$ cat config.mk
export PLATFORM = sky130hd
export DESIGN_NAME = pucch_sym_mapper
export DESIGN_NICKNAME = d
export VERILOG_FILES = /design/src/rtl/pucch_sym_mapper.sv
export SDC_FILE = /design/constraint.sdc
export NUM_CORES = 1
export LEC_CHECK = 0
export CORE_UTILIZATION = 52
export CTS_CLUSTER_SIZE = 14
export DETAILED_ROUTE_END_ITERATION = 10
export GPL_ROUTABILITY_DRIVEN = 0
export PLACE_DENSITY = 0.85
export SLEW_MARGIN = 15
export SYNTH_ARGS = -nofsm -noshare
export SYNTH_HDL_FRONTEND = slang
export SYNTH_SLANG_ARGS = --single-unit
$ cat constraint.sdc
create_clock -name i_clk -period 4.25 [get_ports i_clk]
set_input_delay 0.6375 -clock i_clk [delete_from_list [all_inputs] [get_ports i_clk]]
set_output_delay 0.6375 -clock i_clk [all_outputs]
set_load 0.01 [all_outputs]
$ cat src/rtl/pucch_sym_mapper.sv
// Streaming pi/2-BPSK / QPSK symbol mapper for PUCCH formats 3/4.
// Serial coded bits in, framed complex symbols out, with ready/valid on both sides.
module pucch_sym_mapper #(
  parameter int W     = 16,
  parameter int AMP   = 23170,
  parameter int IDX_W = 16
) (
  input  logic                 i_clk,
  input  logic                 i_rst_n,
  input  logic                 i_mode,
  input  logic                 i_bit,
  input  logic                 i_bit_valid,
  input  logic                 i_sop,
  input  logic                 i_eop,
  output logic                 o_bit_ready,
  output logic signed [W-1:0]  o_re,
  output logic signed [W-1:0]  o_im,
  output logic [IDX_W-1:0]     o_sym_idx,
  output logic                 o_last,
  output logic                 o_valid,
  input  logic                 i_ready,
  output logic                 o_pad_err
);

  typedef enum logic [1:0] {IDLE, ACTIVE, HALF} state_t;

  localparam logic signed [W-1:0] POS = W'(AMP);
  localparam logic signed [W-1:0] NEG = W'(-AMP);

  // A coded bit of 1 maps to the negative constellation level.
  function automatic logic signed [W-1:0] level(input logic neg);
    return neg ? NEG : POS;
  endfunction

  state_t             state_q;
  logic               mode_q;
  logic               b0_q;
  logic [IDX_W-1:0]   idx_q;

  logic               bit_acc;
  logic               mode_eff;
  logic [IDX_W-1:0]   idx_eff;
  logic               in_cw;
  logic               emit_p0;
  logic               pad_p0;
  logic               hold_p0;
  logic signed [W-1:0] re_p0;
  logic signed [W-1:0] im_p0;
  state_t             state_d;

  assign o_bit_ready = ~o_valid | i_ready;
  assign bit_acc     = i_bit_valid & o_bit_ready;

  // Stage p0: decode the accepted bit against the current codeword context.
  // An accepted sop overrides the stored mode/index so a restart takes effect
  // on the very bit that carries it.
  always_comb begin
    mode_eff = i_sop ? i_mode : mode_q;
    idx_eff  = i_sop ? '0 : idx_q;
    in_cw    = (state_q != IDLE) | i_sop;
    emit_p0  = 1'b0;
    pad_p0   = 1'b0;
    hold_p0  = 1'b0;
    re_p0    = POS;
    im_p0    = POS;
    state_d  = state_q;
    if (bit_acc && in_cw) begin
      if (!mode_eff) begin
        emit_p0 = 1'b1;
        re_p0   = level(i_bit ^ idx_eff[0]);
        im_p0   = level(i_bit);
        state_d = i_eop ? IDLE : ACTIVE;
      end else if (state_q == HALF && !i_sop) begin
        emit_p0 = 1'b1;
        re_p0   = level(b0_q);
        im_p0   = level(i_bit);
        state_d = i_eop ? IDLE : ACTIVE;
      end else if (i_eop) begin
        // Odd-length QPSK codeword: pad b1 with 0 and flag it.
        emit_p0 = 1'b1;
        pad_p0  = 1'b1;
        re_p0   = level(i_bit);
        im_p0   = POS;
        state_d = IDLE;
      end else begin
        hold_p0 = 1'b1;
        state_d = HALF;
      end
    end
  end

  // Stage p1: registered symbol output and codeword bookkeeping.
  always_ff @(posedge i_clk) begin
    if (!i_rst_n) begin
      state_q   <= IDLE;
      mode_q    <= 1'b0;
      b0_q      <= 1'b0;
      idx_q     <= '0;
      o_valid   <= 1'b0;
      o_re      <= '0;
      o_im      <= '0;
      o_sym_idx <= '0;
      o_last    <= 1'b0;
      o_pad_err <= 1'b0;
    end else begin
      state_q   <= state_d;
      o_pad_err <= pad_p0;
      if (bit_acc && i_sop)
        mode_q <= i_mode;
      if (hold_p0)
        b0_q <= i_bit;
      if (emit_p0)
        idx_q <= idx_eff + IDX_W'(1);
      else if (bit_acc && i_sop)
        idx_q <= '0;
      if (emit_p0) begin
        o_valid   <= 1'b1;
        o_re      <= re_p0;
        o_im      <= im_p0;
        o_sym_idx <= idx_eff;
        o_last    <= i_eop;
      end else if (i_ready) begin
        o_valid <= 1'b0;
      end
    end
  end

endmodule

==> results of run 1 <==
-- power groups by stage --
stage | clock network, mW | logic (mW) | registers, mW
finish | 0.314 | 0.121 | 0.427
global route | 0.336 | 0.131 | 0.428
CTS | 0.318 | 0.121 | 0.427
detailed placement | 0 | 0.121 | 0.437
global placement | 0 | 0.119 | 0.436
floorplan | 0 | 0.0816 | 0.438
-- cell usage after synthesis (3+ instances only) --
| library cell | count |
|---|---|
| buf_2 | 4 |
| a21oi_1 | 32 |
| o21ai_0 | 4 |
| mux2i_1 | 7 |
| nand3_1 | 18 |
| buf_4 | 28 |
| dfxtp_1 | 44 |
| nor2b_1 | 6 |
| inv_1 | 4 |
| clkbuf_1 | 7 |
| nand2_1 | 37 |
| nor2_1 | 12 |
| o2111ai_1 | 3 |
| nor3_1 | 7 |
-- state kept, by name, indices dropped and copies added, names as in the netlist --
name       count
idx_q         16
mode_q         1
o_sym_idx     16
o_valid        1
o_re           3
o_im           2
o_last         1
state_q        2
o_pad_err      1
b0_q           1
-- metal layers --
layer	vias to the layer above	track usage
li1	963	-
met1	947	0.281
met2	85	0.407
met3	9	0.0625
met4	0	0.0931
met5	-	0
-- path summary, 6_finish.rpt --
check	from	slack, ns	cells past startpoint	endpoint
setup / recovery	i_sop	1.19	8	idx_q[14]$_SDFFE_PN0P_
setup reg to reg	idx_q[0]$_SDFFE_PN0P_	2.00	7	idx_q[14]$_SDFFE_PN0P_
hold reg to reg	o_sym_idx[1]$_SDFFE_PN0P_	0.45	2	o_sym_idx[1]$_SDFFE_PN0P_
hold / removal	o_sym_idx[1]$_SDFFE_PN0P_	0.45	2	o_sym_idx[1]$_SDFFE_PN0P_
-- critical path, delay by kind of cell --
family | cells | cell delay, ns
AOI/OAI and AO/OA | 2 | 0.42
adders and majority gates | 1 | 0.29
buffers and inverters | 1 | 0.72
and+or+nand+nor | 4 | 1.20
-- cells in the final DEF (no fill, tap or decap), types with 2 or more instances in the layout --
master / synthesis / routed
a31oi_1: 2 / 2
mux2i_1: 7 / 7
nor2_1: 12 / 12
o2111ai_1: 3 / 3
nand4_1: 2 / 2
o311a_1: 2 / 2
o21ai_0: 4 / 4
inv_1: 4 / 4
buf_4: 28 / 5
o211ai_1: 2 / 2
nand3_1: 18 / 18
xnor2_1: 2 / 2
nand2_1: 37 / 37
conb_1: 1 / 2
nor4_1: 2 / 2
clkdlybuf4s50_1: 0 / 57
a21oi_1: 32 / 31
nor3b_1: 2 / 2
and4_1: 2 / 2
dfxtp_1: 44 / 44
a32oi_1: 2 / 2
nor2b_1: 6 / 6
clkbuf_8: 1 / 5
nor3_1: 7 / 7
-- kinds of logic after synthesis --
logic type               after synthesis  share of synthesized area
AO/OA/AOI/OAI                         65                      0.205
multiplexers                           7                     0.0314
XOR/XNOR                               2                    0.00784
flip-flops                            44                      0.394
buffers and inverters                 47                      0.139
adder cells (fa/ha/maj)                1                    0.00560
other                                  1                    0.00168
AND/OR/NAND/NOR                       97                      0.214
-- cell type report --
class,count,share of cell area
multi-input cells,174,0.385
flip-flops and latches,44,0.323
repair buffers,62,0.223
clock buffers,6,0.0266
well taps,50,0.0229
inverters,5,0.00688
clock inverters,2,0.0128
-- stage by stage --
stage	area [um^2]	power [mW]	util	setup WS, ns	cells
global route	2730	0.895	0.672	0.930	343
global placement	2620	0.555	0.646	1.14	335
CTS	2730	0.867	0.672	1.29	343
floorplan	2240	0.519	-	2.05	265
finish	2730	0.862	0.672	1.19	343
detailed placement	2620	0.558	0.646	0.977	335
==> reports/results.txt, run 1 <==
worst path cell trace: clkdlybuf4s50_1 > nor2b_1 > ha_1 > nand3_1 > nor4_1 > o2111ai_1 > nor2b_1 > a211oi_1
Critical Path RT: 4.46 ns
CP endpoint kind: register
initial antenna violation count: 0
die area: 0.00456 mm^2
share of the synthesized area in the top cell type: 0.394
metal2 WL: 2460 um
Pwr Density: 316 mW/mm^2
number of port buffers: 57
pin count of the biggest net entering global routing: 25
final hold vios: 0
Critical Path Start Type: input pin
fmax: 0.327 GHz
Arrival @ worst endpoint: 3.27 ns
combinational share of power: 0.141
Net Switching: 0.213 mW
ANT nets after route: 0
ranking of synthesized cells by area: dfxtp_1 (39%), buf_4 (9.4%), a21oi_1 (7.2%)
CP max FO: 15
Final nets: 301
Num CTS Buffers: 5
FFs w/ async S/R, synth: 0
CP max stage cell: clkdlybuf4s50_1
most frequent CP cell: nor2b_1
Tightest Hold Check Type: register to register
RSZ-0062 raised after global routing: false
static leakage: 0.941 nW
ys flop type: dfxtp_1
drt drc: 0
Via Count: 2004
CTS tree: built
global-route wire length before repair: 8060 um
switching part of the total: 0.247
WL met1: 2170 um
die height: 67.6 um
number of global-route vias before repair: 1752
area of the core: 0.00406 mm^2
sequential share of power: 0.495
Int Power: 0.649 mW
DR WL/cell: 14.7 um
Worst Skew: 0.00479 ns
CTS Sinks: 44
syn_area_per_cell: 8.46 um^2
CTS hold repair buffers: 0
ant diodes: 0
slew of the pin with the lowest slew margin: 0.701 ns
largest area contributor in the netlist: dfxtp_1
num rows: 23
first drt pass iteration count: 4
max_cap viols: 0
worst hold slack: 0.455 ns
Yosys cell types: 55
Pins Over Slew Limit: 0
outcome: completed
Synth Warn #: 0
Mapped Cells: 264
depth of the CTS H-tree: 2
Starting Density: 0.551
Setup TNS: 0 ns
Max stage delay on crit path: 0.72 ns
Die X: 67.6 um
Top Layer Used: met4
layout cells sized above 1: 0.0819
Layout area overhead: 22.1%
sequential cell area: 881 um^2
gr usage total: 0.238
Post CTS Setup Buffer Count: 0
clock transition at the registers of the reported paths: 0.08 ns
sequential area share after synthesis: 0.394
CTS max path bufs: 2
Max VDD drop: 0.152 mV
Tmin final: 3.06 ns
met3 WL: 330 um
DR vias/cell: 5.84
number of DRC markers in iteration 0: 156
Period Utilization, post-route: 0.720
Final setup viols: 0
post_cts resized: 0
io pins: 60
footprint of the multi-input gates: 0.00105 mm^2
filler cell count: 332
Clock power frac: 0.364
EDFF count, synth: 0
clk_lat worst skew: 0.30 ns
Yosys reg bits: 44
Post-Synthesis Cell Area: 0.00223 mm^2
CTS Root Cell: clkbuf_8
gr ovfl total: 0
placed wire-length estimate: 3550 um
Routed WL: 5040 um
max_slew headroom: 0.533
crit path kind: input pin to register
Power figures use the tool's default switching activity.
==> run 2, diff against run 1 <==
CORE_UTILIZATION = 43   (was 52)
PLACE_DENSITY = 0.75   (was 0.85)
clock period = 2.67 ns   (was 4.25 ns; I/O delays follow)
==> run 2 against run 1 <==
  * Sequential cell count unchanged
  * Via count down 1.4%
  * Critical endpoint unchanged
  * Wire length up 4.0%
  * Combinational power increased by 75%
  * Critical path type unchanged
  * Hold slack lost 0.0033 ns
==> reports/results.txt, run 2 (synthesis gave the netlist of run 1 again) <==
outcome: completed
Die X: 74.1 um
clk_lat worst skew: 0.30 ns
Tmin final: 2.32 ns
fmax: 0.432 GHz
Setup TNS: 0 ns
max_cap viols: 0
Final Util: 0.587
number of port buffers: 57
crit path kind: input pin to register
hold path endpoint: o_sym_idx[2]$_SDFFE_PN0P_
DR WL/cell: 14.0 um
RSZ-0062 raised after global routing: false
ant diodes: 0
global-route wire length before repair: 8590 um
most common cell after layout, fill and taps aside: clkdlybuf4s50_1
post_cts resized: 0
Starting Density: 0.461
Critical Path RT: 2.90 ns
CTS Root Cell: clkbuf_8
first drt pass iteration count: 4
gr ovfl total: 0
biggest regs: idx_q (16), o_sym_idx (16), o_re (3)
Worst Skew: 0.00695 ns
HP Start: o_sym_idx[2]$_SDFFE_PN0P_
pin count of the biggest net entering global routing: 22
Via Count: 1976
num rows: 25
depth of the most critical reg-to-reg path: 7
worst hold slack: 0.451 ns
Post CTS Setup Buffer Count: 0
global route hottest layer: met2
placed wire-length estimate: 3900 um
drt drc: 0
CP max FO: 8
CTS max path bufs: 2
Max VDD drop: 0.250 mV
Placed Area: 0.00275 mm^2
clock transition at the registers of the reported paths: 0.08 ns
ANT nets after route: 0
Tightest Hold Check Type: register to register
Arrival @ worst endpoint: 2.54 ns
Final nets: 316
M3 GR Usage: 0.0461
met2 global-route usage: 0.357
layout cells sized above 1: 0.127
area of the core: 0.00485 mm^2
CP endpoint kind: register
number of DRC markers in iteration 0: 84
Layout area overhead: 27.4%
Critical Path Start Type: input pin
gr usage total: 0.205
io pins: 60
met1 usage: 0.252
initial antenna violation count: 0
CTS hold repair buffers: 0
die height: 74.1 um
Routed WL: 5240 um
DR vias/cell: 5.27
FF-to-FF setup slack: 0.67 ns
Period Utilization, post-route: 0.867
die area: 0.00549 mm^2
static leakage: 1.00 nW
Num CTS Buffers: 5
depth of the CTS H-tree: 2
capturing point of the worst reg2reg path: idx_q[14]$_SDFFE_PN0P_
worst reg2reg path startpoint: idx_q[0]$_SDFFE_PN0P_
Pins Over Slew Limit: 0
Pwr Density: 468 mW/mm^2
final hold vios: 0
number of global-route vias before repair: 1825
CTS Sinks: 44
commonest non-fill, non-tap cells in the layout: clkdlybuf4s50_1 (57), dfxtp_1 (44), nand2_1 (37)
hold depth: 2
CTS tree: built
Final setup viols: 0
post-route design area: 0.00285 mm^2
[run 2: cell count changes in the layout (fill, tap and decap cells not counted)]
cell / change
buf_4: +15
bufinv_16: -1
clkbuf_8: +1
clkinv_2: -1
clkinvlp_4: +1
[run 2: worst max path at each step]
stage / to / start / slack [ns]
3_3_place_gp: idx_q[13]$_SDFFE_PN0P_ / i_sop / 0.18
6_report: idx_q[14]$_SDFFE_PN0P_ / i_sop / 0.35
5_1_grt: idx_q[10]$_SDFFE_PN0P_ / i_sop / 0.10
2_1_floorplan: idx_q[14]$_SDFFE_PN0P_ / i_sop / 0.70
4_1_cts: idx_q[14]$_SDFFE_PN0P_ / i_sop / 0.37
3_5_place_dp: idx_q[14]$_SDFFE_PN0P_ / i_sop / 0.07
[run 2: per-layer routing]
metal  wire, um  up-vias  share of wire
met2       2460       72           0.47
met3        284        4          0.054
met5          0        -              0
li1           -      998              -
met4         48        0         0.0092
met1       2440      902           0.47
[run 2: layout make-up]
class                   instances  area, um^2
repair buffers                 77         721
flip-flops and latches         44         881
well taps                      67        83.8
multi-input cells             174        1050
clock inverters                 1        7.51
clock buffers                   7        86.3
fillers                       437        2000
inverters                       5        18.8
[run 2: where the power goes]
| part | leakage [nW] | internal [mW] | switching (mW) |
|---|---|---|---|
| clock | 0.0445 | 0.210 | 0.231 |
| combinational | 0.603 | 0.103 | 0.108 |
| sequential | 0.356 | 0.667 | 0.0126 |
| total | 1.00 | 0.980 | 0.352 |
[run 2: stage by stage]
| step | setup slack (ns) | power (mW) | instances |
|---|---|---|---|
| finish | 0.355 | 1.33 | 375 |
| global route | 0.102 | 1.38 | 375 |
| CTS | 0.373 | 1.34 | 375 |
| detailed placement | 0.0694 | 0.906 | 367 |
| global placement | 0.179 | 0.903 | 367 |
| floorplan | 0.704 | 0.826 | 265 |
[run 2: worst max-delay path: stages]
cell and delay, ns:
clkdlybuf4s50_1 0.57, nor2b_1 0.24, ha_1 0.24, nand3_1 0.21, nor4_1 0.33, o2111ai_1 0.20, nor2b_1 0.17, a211oi_1 0.19
==> run 3, diff against run 2 <==
PLACE_DENSITY = not set   (was 0.75)
PLACE_DENSITY_LB_ADDON = 0.05   (was not set)
SLEW_MARGIN = 20   (was 15)
==> run 3 against run 2 <==
  * Non-clock buffer count is 3 lower
  * Via count grew 0.71%
  * Sequential share of layout area shrank 0.12 points
  * Largest power group unchanged
  * Sequential cell count did not move
  * Critical path type unchanged
  * Largest cell class unchanged
==> reports/results.txt, run 3 (synthesis gave the netlist of run 1 again) <==
WL met1: 2320 um
post_cts resized: 0
initial antenna violation count: 0
Starting Density: 0.461
max_cap viols: 0
gr usage total: 0.210
gr ovfl total: 0
Post CTS Setup Buffer Count: 0
slew of the pin with the lowest slew margin: 0.508 ns
num rows: 25
Setup TNS: 0 ns
DR WL/cell: 13.9 um
Worst Skew: 0.00757 ns
final hold vios: 0
number of global-route vias before repair: 1851
clk_lat worst skew: 0.30 ns
metal2 WL: 2460 um
layout cells sized above 1: 0.121
CTS hold repair buffers: 0
ANT nets after route: 0
Tightest Hold Check Type: register to register
Layout area overhead: 27.9%
clock transition at the registers of the reported paths: 0.09 ns
Final nets: 313
max_slew headroom: 0.661
Max VDD drop: 0.253 mV
Arrival @ worst endpoint: 2.44 ns
depth of the CTS H-tree: 2
Critical Path RT: 2.90 ns
RSZ-0062 raised after global routing: false
crit path kind: input pin to register
drt drc: 0
global-route wire length before repair: 8700 um
static leakage: 1.00 nW
most common cell after layout, fill and taps aside: clkdlybuf4s50_1
area of the core: 0.00485 mm^2
outcome: completed
Die X: 74.1 um
DR vias/cell: 5.35
Period Utilization, post-route: 0.830
CTS Root Cell: clkbuf_8
CTS Sinks: 44
Pwr Density: 494 mW/mm^2
Final setup viols: 0
CTS max path bufs: 2
number of port buffers: 57
Pins Over Slew Limit: 0
biggest regs: idx_q (16), o_sym_idx (16), o_re (3)
CP endpoint kind: register
Final Util: 0.590
final cell count without fillers: 372
die height: 74.1 um
Routed WL: 5150 um
final setup margin: 0.454 ns
commonest non-fill, non-tap cells in the layout: clkdlybuf4s50_1 (57), dfxtp_1 (44), nand2_1 (37)
die area: 0.00549 mm^2
pin count of the biggest net entering global routing: 23
placed wire-length estimate: 3730 um
first drt pass iteration count: 4
io pins: 60
Critical Path Start Type: input pin
Via Count: 1990
CTS tree: built
number of DRC markers in iteration 0: 67
met3 WL: 281 um
Place WS: 0.154 ns
# placed instances: 364
CP max FO: 22
Num CTS Buffers: 5
fmax: 0.451 GHz
Top Layer Used: met4
ant diodes: 0
Tmin final: 2.22 ns
run 3: through the flow:
stage	power [mW]	cell area, um^2	hold slack [ns]
after global placement	0.903	2740	0.441
after global routing	1.47	2860	0.481
after detailed placement	0.904	2740	0.446
after CTS	1.43	2860	0.458
final	1.41	2860	0.455
after floorplan	0.826	2240	0.452
run 3: final timing paths:
path / slack, ns / cells after the start / startpoint / endpoint
worst max register to register: 0.73 / 7 / idx_q[0]$_SDFFE_PN0P_ / idx_q[14]$_SDFFE_PN0P_
worst min-delay path: 0.46 / 2 / o_sym_idx[8]$_SDFFE_PN0P_ / o_sym_idx[8]$_SDFFE_PN0P_
worst max-delay path: 0.45 / 9 / i_sop / idx_q[14]$_SDFFE_PN0P_
worst min register to register: 0.46 / 2 / o_sym_idx[8]$_SDFFE_PN0P_ / o_sym_idx[8]$_SDFFE_PN0P_
run 3: area by class of cell:
type / count / area [um^2]
Clock buffer: 5 / 68.8
Inverter: 5 / 18.8
Sequential cell: 44 / 881
Timing Repair Buffer: 74 / 711
Clock inverter: 3 / 46.3
Fill cell: 443 / 1990
Tap cell: 67 / 83.8
Multi-Input combinational cell: 174 / 1050
run 3: metal layers:
metal	track usage	up-vias
li1	-	987
met1	0.275	920
met2	0.343	72
met3	0.0447	11
met4	0.0705	0
met5	0	-
run 3: report_power, final:
| part | leakage, nW | internal (mW) | total [mW] | switching (mW) |
|---|---|---|---|---|
| registers | 0.356 | 0.667 | 0.679 | 0.0118 |
| logic | 0.593 | 0.100 | 0.209 | 0.108 |
| clock network | 0.0548 | 0.282 | 0.525 | 0.243 |
| total | 1.00 | 1.05 | 1.41 | 0.363 |
run 3: critical path, stage by stage:
cell             delay, ns
clkdlybuf4s50_1       0.44
buf_12                0.17
nor2b_1               0.16
ha_1                  0.23
nand3_1               0.19
nor4_1                0.30
o2111ai_1             0.18
nor2b_1               0.16
a211oi_1              0.19
